===== config.mk =====
export PLATFORM = sky130hd
export DESIGN_NAME = ripple_carry_b_bit
export DESIGN_NICKNAME = d
export VERILOG_FILES = /design/src/rtl/ripple_carry_b_bit.sv
export SDC_FILE = /design/constraint.sdc
export NUM_CORES = 1
export LEC_CHECK = 0
export ABC_AREA = 1
export CAP_MARGIN = 20
export CORE_AREA = 2 2 39 41
export DETAILED_ROUTE_END_ITERATION = 8
export DIE_AREA = 0 0 41 43
export PLACE_DENSITY_LB_ADDON = 0.08
export SYNTH_ARGS = -nofsm -noshare
export SYNTH_HDL_FRONTEND = slang
export SYNTH_SLANG_ARGS = --single-unit

===== constraint.sdc =====
create_clock -name clk -period 0.8 [get_ports clk]
set_input_delay 0.16 -clock clk [delete_from_list [all_inputs] [get_ports clk]]
set_output_delay 0.16 -clock clk [all_outputs]
set_load 0.05 [all_outputs]

===== src/rtl/ripple_carry_b_bit.sv =====
// B-bit ripple-carry adder with a registered sum, carry-out and group propagate.
// Define RIPPLE_OVF_EN to add a registered two's-complement overflow output (ovf).
module ripple_carry_b_bit #(
  parameter int B = 4
) (
  input  logic         clk,
  input  logic         rst,
  input  logic         in_valid,
  input  logic [B-1:0] a,
  input  logic [B-1:0] b,
  input  logic         cin,
  output logic [B-1:0] sum,
  output logic         cout,
  output logic         p,
`ifdef RIPPLE_OVF_EN
  output logic         ovf,
`endif
  output logic         out_valid
);

  logic [B-1:0] w_prop;
  logic [B-1:0] w_gen;
  logic [B-1:0] w_sum;
  logic [B:0]   w_c;
  logic         w_p;

  assign w_c[0] = cin;

  for (genvar i = 0; i < B; i++) begin : g_fa
    assign w_prop[i]  = a[i] ^ b[i];
    assign w_gen[i]   = a[i] & b[i];
    assign w_sum[i]   = w_prop[i] ^ w_c[i];
    assign w_c[i+1]   = w_gen[i] | (w_prop[i] & w_c[i]);
  end

  assign w_p = &w_prop;

  logic [B-1:0] r_sum;
  logic         r_cout;
  logic         r_p;
  logic         r_valid;

  // Data registers hold across idle cycles; only the valid flag follows in_valid.
  always_ff @(posedge clk or posedge rst) begin
    if (rst) begin
      r_sum   <= '0;
      r_cout  <= 1'b0;
      r_p     <= 1'b0;
      r_valid <= 1'b0;
    end else begin
      r_valid <= in_valid;
      if (in_valid) begin
        r_sum  <= w_sum;
        r_cout <= w_c[B];
        r_p    <= w_p;
      end
    end
  end

  assign sum       = r_sum;
  assign cout      = r_cout;
  assign p         = r_p;
  assign out_valid = r_valid;

`ifdef RIPPLE_OVF_EN
  logic r_ovf;

  always_ff @(posedge clk or posedge rst) begin
    if (rst) begin
      r_ovf <= 1'b0;
    end else if (in_valid) begin
      r_ovf <= w_c[B] ^ w_c[B-1];
    end
  end

  assign ovf = r_ovf;
`endif

endmodule


# --- After elaboration in Yosys (flattened, before gate mapping) ---
# Index checks and enable logic that the tools add are counted.
totals:
  output_inout_bits: 7
  wordCells: 25
  reg_bits: 7
op_classes:
  bitwise_logic: 20
  reduce_logical: 1
ops:
  columns: ["operator", "n"]
  rows:
  - ["$and A1 B1 Y1", 8]
  - ["$xor A1 B1 Y1", 8]
  - ["$or A1 B1 Y1", 4]
  - ["$reduce_and A4 Y1", 1]

# --- Depth between registers and ports, before layout ---
depth:
  word_depth: 9
  ltp_mapped: 8

# --- Worst setup path before layout ---
# OpenSTA, ideal clock, no wires.
synth_path:
  kind: "input port to flip-flop"
  startpoint: "in a[0]"
  endpoint: "reg r_sum[3] (netlist: sum[3])"
  setup_ns: 0.076
  slack_ns: -1.000
  required_ns: 0.724
  arrival_ns: 1.723
  cell_stages: 8
  path_cell_list: "inv_1 fa_1 inv_1 fa_1 fa_1 inv_1 fa_1 o21ai_1"
synth_via:
  elab_chain_len: 8
  elab_cells_between_ends: 9
  classes_between: "9 x bitwise"
synth_rtl:
  columns: ["element", "line_no", "rtl"]
  rows:
  - ["from (decl)", "9", "input logic [B-1:0] a,"]
  - ["$xor A1 B1 Y1", "30", "assign w_prop[i] = a[i] ^ b[i];"]
  - ["$and A1 B1 Y1", "33", "assign w_c[i+1] = w_gen[i] | (w_prop[i] & w_c[i]);"]
  - ["$or A1 B1 Y1 *", "33", null]
  - ["$and A1 B1 Y1 *", "33", null]
  - ["$or A1 B1 Y1 *", "33", null]
  - ["$and A1 B1 Y1 *", "33", null]
  - ["$or A1 B1 Y1 *", "33", null]
  - ["$xor A1 B1 Y1 *", "32", "assign w_sum[i] = w_prop[i] ^ w_c[i];"]
  - ["to (signal assigned)", "53", "r_sum <= w_sum;"]
  - ["to (decl)", "38", "logic [B-1:0] r_sum;"]
# Every way passes the cells marked *; elsewhere a longest branch is shown, timed or not.
# A chain may end at the register's enable or synchronous reset.

# --- Final worst setup path ---
layout_path:
  startpoint: "in b[0]"
  endpoint: "reg r_sum[3] (netlist: sum[3])"
layout_via:
  elab_chain_len: 8
  elab_cells_between_ends: 9
  classes_between: "9 x bitwise"
layout_rtl:
  columns: ["element", "line_no", "rtl"]
  rows:
  - ["from (decl)", "10", "input logic [B-1:0] b,"]
  - ["$xor A1 B1 Y1", "30", null]
  - ["$and A1 B1 Y1", "33", null]
  - ["$or A1 B1 Y1 *", "33", null]
  - ["$and A1 B1 Y1 *", "33", null]
  - ["$or A1 B1 Y1 *", "33", null]
  - ["$and A1 B1 Y1 *", "33", null]
  - ["$or A1 B1 Y1 *", "33", null]
  - ["$xor A1 B1 Y1 *", "32", null]
# Marks and branches as above.

==> results <==
- The total count of hold-check failures in the final report came to 0.
- The post-synthesis average cell area is 10.2 um^2.
- The worst IR drop on VDD is 0.563 mV.
- The synthesized netlist devotes 0% of its cell area to XOR and XNOR gates.
- From left edge to right edge, the die measures 41 um.
- The count of boundary I/O pins is 19.
- TritonCTS created 3 clock buffers.
- The minimum clock period is 1.59 ns.
- Multiplexer cells account for 0% of the synthesized area.
- The number of antenna violations at the first check in global routing is 0.
- The transition time at the pin with the least slew margin is 0.249 ns.
- The first-pass GRT wire length is 1410 um.
- The worst hold slack is 0.133 ns.
- Of the total power, combinational logic draws 45.3%.
- The clock network is responsible for 22.3% of the overall power.
- The internal power of the cells totals 0.929 mW.
- The number of inserted diodes is 0.
- By area, the combinational part of the netlist is dominated by adder cells.
- Of the total synthesized cell area, the portion taken by AND, OR, NAND and NOR gates is 11.3%.
- The clock transition at the registers of the reported paths is 0.05 ns.
- In this run switching power makes up 33.3% of total power.
- The die covers 0.00176 mm^2.
- TritonCTS built the clock tree.
- The final layout contains routed wiring with a total length of 773 um.
- The gate count after technology mapping is 40.
- The critical path runs through a total of 9 cells.
- For this run, the detailed router's first-pass iteration total came to 1.
- The number of nets in the layout is 92.
- At the end of the flow the core is filled with cells to 58.0%.
- The DRC marker count from the first detailed-route iteration is 0.
- When the netlist entered floorplanning its net count stood at 60.
- In this run, flip-flops and latches consume 32.4% of the power.
- The total leakage power is 0.410 nW.
- Measured against its own limit, the worst slew margin works out to 83.4%.
- The fraction of final layout cells sized beyond drive strength 1 is 46.5%.
- The root buffer cell is clkbuf_4.
- Global routing consumed, over all layers together, 13.1% of the routing resources.
- In this run the number of H-tree levels came out at 1.
- The final cell area excluding filler cells is 803 um^2.
- After detailed routing, the number of vias per cell comes to 4.20.
- The count of max-cap constraint violations is 0.
- The number of setup violations in the final report is 12.
- The weighted congestion at the end of routability-driven global placement is 0.618.
- The synthesized-area fraction occupied by ao, oa, aoi and oai cells is 5.81%.
- The cell count of the worst reg-to-reg path is 3.
- The critical path contains buffers and inverters numbering 4 combined.
- The register area is 176 um^2.
- The post-synthesis to final-layout area growth is 96.3%.
- The deepest clock path buffer count is 2.
- Detailed routing inserted a total of 365 vias.
- In this run the cell area of the synthesized design comes to 409 um^2.
- Data on the critical path is required at its endpoint by 0.98 ns.
- Synthesis inferred 7 register bits.
- The path type of the worst min-delay path is input port to async pin.
- The slowest stage of the critical path is the fa_1 cell.
- The number of clock sinks is 7.
- Detailed placement finished with a half-perimeter wire length of 649 um.
- The total count of max-transition violations in the final report is 0.
- The type of element capturing the critical path is a register.
- For this run, the register share of the synthesized area comes to 42.8%.
- The highest clock rate is 0.631 GHz.
- The dominant cell type by count on the critical path is fa_2.
- The height of the die is 43 um.
- The sort of element at the start of the critical path is an input port.
- The worst setup margin is -0.785 ns.
- The final reports fail on setup timing.
- The count of hold-fix buffers inserted at cts is 0.
- The setup clock skew after layout is 0 ns.
- Data arrives at the worst endpoint at 1.76 ns.
- The total congestion overflow after global routing is 0.
- The Yosys warning count is 0.
- The placed instances occupy a cell area of 711 um^2.
- The number of I/O port buffers is 18.
- The placement-stage worst setup slack is -1.53 ns.
- For this configuration, the core starts out at a cell density of 29.6%.
- The flow ran to the end, but the final reports show violations.
- The number of global-route vias before repair is 340.
- The final period utilization is 198%.
- The highest fanout seen on the critical path is 2.
- Entering global routing, the biggest net connects 10 pins.
- Setup repair after global routing could not meet its margin everywhere.
- Dividing total power by cell area gives a power density of 1730 mW/mm^2.
- The adder-cell share of the synthesized area is 31.8%.
- For this design the total switching power over the nets is 0.463 mW.
- The combined area of the multi-input logic cells is 208 um^2.
- Counting the fill cells in the layout gives 120.
- The clock latency at the later pin of the worst-skew pair is 0.25 ns.
- The area of the placeable core is 0.00138 mm^2.
- The floorplan has 14 rows.
- In this run the remaining antenna-violating nets after routing total 0.
- Dividing the detail-routed wire length by the instance count gives 8.89 um.
- By startpoint and endpoint, the worst setup path is classified as input port to register.
- The critical path goes through buf_8 > inv_4 > fa_2 > inv_2 > fa_2 > fa_2 > inv_2 > fa_1 > o21ai_1.
- The biggest cell delay along the critical path is 0.39 ns.
- On the critical path the largest part of the delay comes from adder cells.
- The number of remaining DRC errors is 0.
- After synthesis, the netlist uses 9 different library cells.
## cell type report
cell class / count / area share (%)
inverter: 9 / 5.76
tap: 16 / 2.49
sequential: 7 / 22.0
multi-input combinational: 24 / 25.9
clock buffer: 4 / 3.27
timing repair buffer: 27 / 40.7
## layout by cell type, fill, tap and decap left out
cell type        instances
fa_2                     3
inv_8                    1
clkbuf_4                 3
nand3_1                  1
fa_1                     1
o21ai_1                  3
dlymetal6s2s_1           1
dfrtp_1                  6
buf_6                    1
inv_1                    3
inv_4                    2
dfrtp_2                  1
nand2_1                 11
buf_4                    9
buf_12                   7
buf_8                    2
o21ai_2                  1
ha_1                     4
inv_2                    3
dlygate4sd2_1            4
clkdlybuf4s50_1          3
clkbuf_1                 1
## registers in the layout, summed over array words and instances, names as in the netlist
register   count
p              1
out_valid      1
cout           1
sum            4
## cells by family after synthesis
family	after synthesis
simple gates	12
buf+inv	9
fa+ha+maj	8
flops	7
compound gates	4
## power by group through the flow
stage | clock network [mW] | registers [mW] | logic, mW
final | 0.311 | 0.451 | 0.630
after detailed placement | 0 | 0.459 | 0.568
after CTS | 0.327 | 0.451 | 0.607
after global placement | 0 | 0.455 | 0.568
after global routing | 0.370 | 0.453 | 0.678
after floorplan | 0 | 0.596 | 0.105
## synth_stat cells, drive strengths merged
cell type / instances / area share (%)
inv: 9 / 8.3
o21ai: 4 / 5.8
nand3: 1 / 1.2
nand2: 11 / 10
dfrtp: 7 / 43
fa: 4 / 20
ha: 4 / 12
## per-stage QoR
step | setup TNS (ns) | total power [mW] | instances
finish | -3.42 | 1.39 | 87
global route | -3.86 | 1.50 | 87
CTS | -3.75 | 1.38 | 83
detailed placement | -6.70 | 1.03 | 76
global placement | -6.67 | 1.02 | 76
floorplan | -2.75 | 0.701 | 40
## routing by layer
| metal | up-vias | global-route usage (%) | part of all wire, % |
|---|---|---|---|
| met5 | - | 0 | 0 |
| met4 | 0 | 16.0 | 6.3 |
| met3 | 5 | 3.14 | 5.2 |
| met2 | 17 | 16.6 | 50 |
| met1 | 164 | 15.3 | 38 |
| li1 | 179 | - | - |
## final timing paths
| path | from | to | slack, ns |
|---|---|---|---|
| min | rst | sum[2] | 0.13 |
| min in group clk | cin | sum[0] | 0.32 |
| max | b[0] | sum[3] | -0.79 |
| min reg2reg | sum[1] | sum[1] | 0.63 |
| max reg2reg | p | p | 0.02 |
| max in group asynchronous | rst | p | 0.45 |
## timing repair
action | in CTS | in global routing
buffers inserted | 3 | 4
resized for setup | 21 | 4
pin swaps | 6 | 7
endpoints found under the setup margin | 13 | 12
Note: power is estimated with default switching activity, not from simulation.
